`config.mk`:
```
export PLATFORM = sky130hd
export DESIGN_NAME = i2c_eeprom_flat
export DESIGN_NICKNAME = d
export VERILOG_FILES = /design/src/rtl/i2c_eeprom_if.sv /design/src/rtl/i2c_eeprom.sv /design/src/flat_wrapper.sv
export SDC_FILE = /design/constraint.sdc
export NUM_CORES = 2
export LEC_CHECK = 0
export CAP_MARGIN = 30
export CORE_MARGIN = 1
export CORE_UTILIZATION = 63
export CTS_CLUSTER_DIAMETER = 200
export DETAILED_ROUTE_END_ITERATION = 6
export PLACE_DENSITY = 0.79
export SLEW_MARGIN = 15
export SYNTH_ARGS = -nofsm -noshare
export SYNTH_HDL_FRONTEND = slang
export SYNTH_SLANG_ARGS = --single-unit
```
`constraint.sdc`:
```
create_clock -name clk_i -period 5.9 [get_ports clk_i]
set_input_delay 1.77 -clock clk_i [delete_from_list [all_inputs] [get_ports clk_i]]
set_output_delay 1.77 -clock clk_i [all_outputs]
set_load 0.005 [all_outputs]
```
`src/rtl/i2c_eeprom_if.sv`:
```
// Board-level I2C pins as seen by the EEPROM slave: pad input levels plus an open-drain pull-down enable.
interface i2c_eeprom_if;
  // No valid/ready handshake here: scl_i/sda_i are raw pad levels, and the bus is wired-AND.
  // sda_oe_o=1 pulls SDA low and 0 releases it to the pull-up. The slave never drives SDA high or touches SCL.
  logic scl_i;
  logic sda_i;
  logic sda_oe_o;

  modport slave  (input scl_i, input sda_i, output sda_oe_o);
  modport master (output scl_i, output sda_i, input sda_oe_o);
endinterface

```
`src/rtl/i2c_eeprom.sv`:
```
// 24C02-style 256x8 I2C EEPROM slave, oversampling SCL/SDA in the clk_i domain.
// It is a single-clock FSM, and its state and pointer are exposed for debug.
module i2c_eeprom #(
  parameter logic [6:0] ADDRESS   = 7'b1010_000,
  parameter int         PAGE_BITS = 4
) (
  input  logic        clk_i,
  input  logic        rst_ni,
  i2c_eeprom_if.slave bus,
  output logic [3:0]  state_o,
  output logic [7:0]  ptr_o
);

  typedef enum logic [3:0] {
    IDLE, DEV_ADDR, DEV_ACK, WORD_ADDR, WORD_ACK, WR_DATA, WR_ACK, RD_DATA, RD_ACK
  } state_e;

  localparam logic [7:0] PAGE_MASK = 8'((1 << PAGE_BITS) - 1);

  state_e      state_q, state_d;
  logic [1:0]  scl_sync_q, sda_sync_q;
  logic        scl_prev_q, sda_prev_q;
  logic [3:0]  cnt_q, cnt_d;
  logic [7:0]  shift_q, shift_d;
  logic [7:0]  ptr_q, ptr_d;
  logic        oe_q, oe_d;
  logic [7:0]  mem_q [256];

  logic        scl_s, sda_s;
  logic        scl_rise, scl_fall, start_det, stop_det;
  logic [7:0]  shifted, rd_byte, ptr_page_inc;
  logic        mem_we;

  assign scl_s     = scl_sync_q[1];
  assign sda_s     = sda_sync_q[1];
  assign scl_rise  = scl_s & ~scl_prev_q;
  assign scl_fall  = ~scl_s & scl_prev_q;
  // Bus conditions need SCL high in both samples so an SCL edge is never mistaken for one.
  assign start_det = scl_s & scl_prev_q & sda_prev_q & ~sda_s;
  assign stop_det  = scl_s & scl_prev_q & ~sda_prev_q & sda_s;

  assign shifted      = {shift_q[6:0], sda_s};
  assign rd_byte      = mem_q[ptr_q];
  assign ptr_page_inc = (ptr_q & ~PAGE_MASK) | ((ptr_q + 8'd1) & PAGE_MASK);

  // Synchronizers reset to the idle (pulled-up) level so that reset release creates no bus event.
  always_ff @(posedge clk_i) begin
    if (!rst_ni) begin
      scl_sync_q <= 2'b11;
      sda_sync_q <= 2'b11;
      scl_prev_q <= 1'b1;
      sda_prev_q <= 1'b1;
      state_q    <= IDLE;
      cnt_q      <= '0;
      shift_q    <= '0;
      ptr_q      <= '0;
      oe_q       <= 1'b0;
    end else begin
      scl_sync_q <= {scl_sync_q[0], bus.scl_i};
      sda_sync_q <= {sda_sync_q[0], bus.sda_i};
      scl_prev_q <= scl_s;
      sda_prev_q <= sda_s;
      state_q    <= state_d;
      cnt_q      <= cnt_d;
      shift_q    <= shift_d;
      ptr_q      <= ptr_d;
      oe_q       <= oe_d;
    end
  end

  always_ff @(posedge clk_i) begin
    if (mem_we) mem_q[ptr_q] <= shifted;
  end

  always_comb begin
    state_d = state_q;
    cnt_d   = cnt_q;
    shift_d = shift_q;
    ptr_d   = ptr_q;
    oe_d    = oe_q;
    mem_we  = 1'b0;
    if (start_det) begin
      state_d = DEV_ADDR;
      cnt_d   = '0;
      oe_d    = 1'b0;
    end else if (stop_det) begin
      state_d = IDLE;
      cnt_d   = '0;
      oe_d    = 1'b0;
    end else begin
      unique case (state_q)
        IDLE: ;
        DEV_ADDR, WORD_ADDR, WR_DATA: begin
          if (scl_rise && cnt_q != 4'd8) begin
            shift_d = shifted;
            cnt_d   = cnt_q + 4'd1;
            if (cnt_q == 4'd7) begin
              if (state_q == DEV_ADDR && shifted[7:1] != ADDRESS) state_d = IDLE;
              if (state_q == WORD_ADDR) ptr_d = shifted;
              if (state_q == WR_DATA) begin
                mem_we = 1'b1;
                ptr_d  = ptr_page_inc;
              end
            end
          end else if (scl_fall && cnt_q == 4'd8) begin
            oe_d  = 1'b1;
            cnt_d = '0;
            if (state_q == DEV_ADDR)       state_d = DEV_ACK;
            else if (state_q == WORD_ADDR) state_d = WORD_ACK;
            else                           state_d = WR_ACK;
          end
        end
        DEV_ACK: begin
          if (scl_fall) begin
            cnt_d = '0;
            // The R/W bit is still in shift_q[0] from the address byte.
            if (shift_q[0]) begin
              state_d = RD_DATA;
              shift_d = rd_byte;
              oe_d    = ~rd_byte[7];
            end else begin
              state_d = WORD_ADDR;
              oe_d    = 1'b0;
            end
          end
        end
        WORD_ACK, WR_ACK: begin
          if (scl_fall) begin
            state_d = WR_DATA;
            cnt_d   = '0;
            oe_d    = 1'b0;
          end
        end
        RD_DATA: begin
          if (scl_rise && cnt_q != 4'd8) begin
            cnt_d = cnt_q + 4'd1;
          end else if (scl_fall) begin
            if (cnt_q == 4'd8) begin
              state_d = RD_ACK;
              oe_d    = 1'b0;
            end else begin
              shift_d = {shift_q[6:0], 1'b0};
              oe_d    = ~shift_q[6];
            end
          end
        end
        RD_ACK: begin
          if (scl_rise) begin
            if (sda_s) state_d = IDLE;
            else       ptr_d   = ptr_q + 8'd1;
          end else if (scl_fall) begin
            state_d = RD_DATA;
            cnt_d   = '0;
            shift_d = rd_byte;
            oe_d    = ~rd_byte[7];
          end
        end
        default: state_d = IDLE;
      endcase
    end
  end

  assign bus.sda_oe_o = oe_q;
  assign state_o      = state_q;
  assign ptr_o        = ptr_q;

endmodule

```
`src/flat_wrapper.sv`:
```
// flat-port wrapper written by rule: the top's interface ports become plain ports
module i2c_eeprom_flat 
#(
  parameter logic [6:0] ADDRESS   = 7'b1010_000,
  parameter int         PAGE_BITS = 4
)
  (clk_i, rst_ni, state_o, ptr_o, bus_scl_i, bus_sda_i, bus_sda_oe_o);
  i2c_eeprom_if bus_i ();
  input  logic clk_i;
  input  logic rst_ni;
  output logic [3:0] state_o;
  output logic [7:0] ptr_o;
  input wire logic [$bits(bus_i.scl_i)-1:0] bus_scl_i;
  input wire logic [$bits(bus_i.sda_i)-1:0] bus_sda_i;
  output wire logic [$bits(bus_i.sda_oe_o)-1:0] bus_sda_oe_o;
  assign bus_i.scl_i = bus_scl_i;
  assign bus_i.sda_i = bus_sda_i;
  assign bus_sda_oe_o = bus_i.sda_oe_o;
  i2c_eeprom #(.ADDRESS(ADDRESS), .PAGE_BITS(PAGE_BITS)) u_core (.clk_i(clk_i), .rst_ni(rst_ni), .bus(bus_i), .state_o(state_o), .ptr_o(ptr_o));
endmodule
```
======== Yosys cells after proc, flatten, opt, wreduce, memory -nomap -nowiden ========
Memories as Yosys holds them, arrays and structs flattened. A register that Yosys moved wholly into a read port is not among the register bits.
Cells that the tools add are included.
word-level totals
  flip-flop bits (word level) ............. 30
  latch bits .............................. 0
  memory bits (writable) .................. 2048
  ROM bits ................................ 0
  input bits .............................. 4
  output and inout bits ................... 13
  word-level logic and storage cells ...... 157
  memories kept ........................... 1
cells by class
  add/subtract/negate cells ............... 2
  $mul .................................... 0
  divide/modulo/power cells ............... 0
  $lt $le $gt $ge ......................... 0
  eq/ne operators ......................... 45
  shift operators ......................... 0
  multiplexer cells ....................... 61
  bitwise logic cells ..................... 18
  reduce and logical (&&, ||, !) cells .... 19
memories
  memory        words  bits a word  read ports  clocked after Yosys merged registers in  write ports  RTL line          source
  u_core.mem_q  256    8            1           1                                        1            i2c_eeprom.sv:27  logic [7:0] mem_q [256];
operators by type and width
  operator                                                                 count
  4-bit two-way mux                                                        18
  8-bit two-way mux                                                        8
  7-bit two-way mux                                                        8
  11-bit AND reduction                                                     3
  7-bit one-hot mux with 4 select lines                                    1
  4-bit one-hot mux with 6 select lines                                    1
  2-bit by 1-bit inequality test with 1-bit output, second input constant  11
  4-bit by 3-bit equality test with 1-bit output, second input constant    5
  1-bit two-way mux                                                        20
  4-bit by 1-bit inequality test with 1-bit output, second input constant  4
  4-bit one-hot mux with 4 select lines                                    1
  8-bit one-hot mux with 2 select lines                                    1
  3-bit by 1-bit inequality test with 1-bit output, second input constant  4
  2-bit inequality test, second input constant                             5
  5-bit by 1-bit inequality test with 1-bit output, second input constant  2
  5-bit by 3-bit inequality test with 1-bit output, second input constant  2
  1-bit NOT                                                                10
  10-bit AND reduction                                                     1
  9-bit AND reduction                                                      1
  3-bit OR reduction                                                       3
  8-bit by 1-bit adder with 8-bit output, second input constant            1
  4-bit by 2-bit equality test with 1-bit output, second input constant    2
  4-bit equality test, second input constant                               2
  8-bit by 4-bit OR with 8-bit output                                      1
  other kinds (20)                                                         30

======== Longest topological paths before layout ========
  word-level depth ........................ 9
  depth in mapped cells ................... 12

======== Worst setup path after synthesis ========
Ideal clock, no wire load.
  kind .................................... flip-flop to flip-flop
  start ................................... register u_core.sda_sync_q[1]
  end ..................................... register u_core.shift_q[3]
  library setup time ...................... 0.122 ns
  data arrival time ....................... 5.279 ns
  setup slack ............................. 0.499 ns
  stages on the path, launching flop included .. 10
  path buffers ............................ 2
  clock period less this slack ............ 5.401 ns
  cells stage by stage .................... dfxtp_1 -> clkbuf_1 -> xnor2_1 -> nor2_1 -> a31oi_1 -> nand3_1 -> or2_2 -> buf_1 -> and3_1 -> a311o_1
on the way
  word-level cells in the longest chain between the ends .. 4
  elaborated cells on any way between the ends .. 6
  classes of those cells .................. 5 x bitwise; 1 x reduce/logical
RTL lines
  item                                       RTL line          source
  start: declaration                         i2c_eeprom.sv:21  logic [1:0] scl_sync_q, sda_sync_q;
  start signal: assignment                   i2c_eeprom.sv:60  sda_sync_q <= {sda_sync_q[0], bus.sda_i};
  1-bit NOT                                  i2c_eeprom.sv:39  assign start_det = scl_s & scl_prev_q & sda_prev_q & ~sda_s;
  1-bit bitwise AND                          i2c_eeprom.sv:39
  1-bit NOT (no source line)                 n/a
  11-bit AND reduction (no source line) (*)  n/a
  end signal: assignment                     i2c_eeprom.sv:65  shift_q <= shift_d;
  end: declaration                           i2c_eeprom.sv:24  logic [7:0] shift_q, shift_d;
Mark *: on every way between the ends. The rest lies on a longest branch, timed or not.
A chain may end at the register's enable or synchronous reset.

======== Worst setup path in the final report ========
  start ................................... register u_core.state_q[0] (netlist: u_core.state_o[0])
  end ..................................... memory u_core.mem_q[10][4], enable pin
on the way
  word-level cells in the longest chain between the ends .. 9
  elaborated cells on any way between the ends .. 12
  classes of those cells .................. 3 x eq/ne; 8 x mux; 1 x reduce/logical
RTL lines
  item                                            RTL line                             source
  start: declaration                              i2c_eeprom.sv:20                     state_e state_q, state_d;
  start signal: assignment                        i2c_eeprom.sv:63                     state_q <= state_d;
  4-bit by 3-bit equality test with 1-bit output  i2c_eeprom.sv:91, i2c_eeprom.sv:100
  1-bit two-way mux                               i2c_eeprom.sv:100                    if (state_q == WR_DATA) begin
  1-bit two-way mux                               i2c_eeprom.sv:97                     if (cnt_q == 4'd7) begin
  1-bit two-way mux                               i2c_eeprom.sv:94                     if (scl_rise && cnt_q != 4'd8) begin
  1-bit two-way mux (*)                           i2c_eeprom.sv:91                     unique case (state_q)
  1-bit two-way mux (*)                           i2c_eeprom.sv:86                     end else if (stop_det) begin
  1-bit two-way mux (*)                           i2c_eeprom.sv:82                     if (start_det) begin
  1-bit two-way mux (*)                           i2c_eeprom.sv:72                     if (mem_we) mem_q[ptr_q] <= shifted;
  1-bit two-way mux (implied by the code) (*)     i2c_eeprom.sv:72
  end: declaration                                i2c_eeprom.sv:27
Marks and branches as above.

==> flow_summary.ini <==
[outcome]
status = complete, but fails checks
violations = DRC

[clock_tree]
cts_resized = 0
clk_pin_slew_ps = 70
cts_setup_buffers = 0
cts_root_buf = clkbuf_16
cts_tree = yes
clockBufferDepth = 3
cts_inserted_buffers = 197
hold_buffers = 0
cts_sinks = 2086
clk-insertion-delay-late_ps = 850
h-tree-depth = 4

[pwr]
power_density_mw_per_mm2 = 320
combinationalPowerShare = 0.008
seq_power_share = 0.562
finalPower_mw = 28.9
p_int_mw = 23.2
p_sw_mw = 5.71
power_frac_clock = 0.431
ir_worst_vdd_uv = 380
p_leak_nw = 26.8
swShare = 0.198

[setup_path]
required_ps = 6370
cp_slowest_cell = nor2_1
crit_path_cell_trace = and2b_1 > nand3_1 > or3_1 > nor3_1 > nand2_1 > nor2_1
cp-end-kind = flip-flop
worstSetupPathType = flip-flop to flip-flop
cp.arrival_ps = 4500
cpPeakStageDelay_ps = 850
crit_fanout = 16
start_kind = flip-flop

[timing]
setup_viol = 0
min_period_over_period = 0.682
rsz0062_at_grt = false
setup_tns_ps = 0
min_period_ps = 4020
relSlewSlack = 0.229
holdWs_ps = 408
finalHoldViolCount = 0
max_slew.worst_pin.slew_ps = 1150
fmax_mhz = 248
clock_skew_ps = 40.4
setup_ws_ps = 1880
slew_viol_final = 0

[detailed_routing]
drt-vias-per-instance = 7.29
drt-initial-drc-count = 7889
drc = 2
vias = 43312
antenna_left = 0
routed_wirelength_mm = 218
first_pass_iters = 7
wire_per_inst_um = 36.7

[synth]
synth_common_cells = edfxtp_1 (2048), mux4_2 (514), nor2_1 (308)
ys_ff_latch = 2086
synth.avg_cell_area_um2 = 20.7
synth_area_mm2 = 0.0815
ys_seq_area_frac = 0.764
async_reset_ff_frac = 0
yosysWarnings = 0
synth_area_leader_cell = edfxtp_1
synth_cell_types = 66
ys.flop_type = edfxtp_1
postSynthCellCount = 3931
synth_edf_count = 2048
yosysMostFrequentCell = edfxtp_1
synth_nets = 3941
synth.area.top_cells = edfxtp_1 (75%), mux4_2 (14%), nor2_1 (1.4%)
synth_top_area_frac = 0.754

[worst_hold_path]
hp-class = flip-flop to flip-flop

[grt]
grt_pass1_vias = 42391
grt_max_degree = 206
gr-total-overflow = 0
grt_pass1_wl_mm = 308
grt_util_all_layers = 0.338
antenna_found_initial = 8

[final_layout]
syn_to_final_growth_pct = 10.6
final_core_util = 0.704
stdcell_count = 5938
drive_above_1_share = 0.228
final_area_mm2 = 0.0902
nNetsFinal = 4045

[placed_design]
dp.cells = 5559
pre_cts_slack_ps = 1700
port_buffers = 16
dp_hpwl_mm = 125
gp_congestion = 0.927
placed_area_mm2 = 0.0838

[floorplan]
fp-row-count = 131
die_x_um = 362
core_area_mm2 = 0.128
die_h_um = 362
io_pins = 17
initial_core_util = 0.637
die_area_mm2 = 0.131

[run]
maxCapViolCount = 0
[critical path, delay by kind of cell, from the launching register on]
| family | cells | cell delay, ps |
|---|---|---|
| AND/OR/NAND/NOR | 6 | 3010 |
| flip-flops | 1 | 620 |
[kinds of logic (layout without fill, tap and decap cells)]
kind of cell	Yosys count	count (layout)	share of synthesized area
AOI/OAI and AO/OA	342	342	0.0292
xor gates and xnor gates	3	3	0.000322
adders and majority gates	7	7	0.00104
buffers and inverters	249	516	0.0172
DFF	2086	2086	0.764
muxes	608	608	0.154
other	0	11	0
and+or+nand+nor	636	636	0.0347
[metal layers]
metal | vias up | share of wire | GRT usage
li1 | 16561 | - | -
met1 | 22150 | 0.34 | 0.453
met2 | 3859 | 0.47 | 0.510
met3 | 736 | 0.14 | 0.0988
met4 | 6 | 0.059 | 0.177
met5 | - | 0.00017 | 0
[cells in the final DEF, fill, tap and decap left out, types with 31 or more instances in the layout]
cell type and instances:
a21oi_1 63, a22oi_1 102, buf_4 91, clkbuf_1 49
clkbuf_16 198, clkinv_1 41, edfxtp_1 2048, mux2i_1 80
mux4_2 514, nand2_1 115, nand3_1 50, nor2_1 306
nor3_1 31
[registers in the layout, summed over array words and instances, names as in the netlist, named ones only]
register / count
u_core.mem_q: 2048
u_core.shift_q: 7
u_core.state_o: 4
u_core.cnt_q: 4
u_core.bus.sda_oe_o: 1
u_core.sda_sync_q: 2
u_core.ptr_o: 8
u_core.scl_prev_q: 1
u_core.sda_prev_q: 1
u_core.scl_sync_q: 2
[final cells by class]
cell class	instances	area [µm²]
timing repair buffer	137	1420
clock inverter	104	986
sequential	2086	62300
fill	7220	37800
multi-input combinational	1596	17900
clock buffer	258	5290
antenna	11	27.5
inverter	17	63.8
tap	1729	2160
[power by group through the flow]
stage / logic, mW / clock network (mW) / registers (mW)
5_1_grt: 0.234 / 13.0 / 16.2
2_1_floorplan: 0.0681 / 0 / 16.6
6_report: 0.225 / 12.4 / 16.2
3_3_place_gp: 0.197 / 0 / 16.5
3_5_place_dp: 0.217 / 0 / 16.5
4_1_cts: 0.218 / 12.4 / 16.2
[final timing paths]
path / startpoint / endpoint / slack (ps) / depth (start not counted)
hold reg to reg: u_core.sda_sync_q[0] / u_core.sda_sync_q[1] / 410 / 1
hold / removal: u_core.sda_sync_q[0] / u_core.sda_sync_q[1] / 410 / 1
setup / recovery: u_core.state_o[0] / u_core.mem_q[10][4] / 1880 / 6
setup reg to reg: u_core.state_o[0] / u_core.mem_q[10][4] / 1880 / 6
No activity file was read; power rests on OpenSTA's default activity.
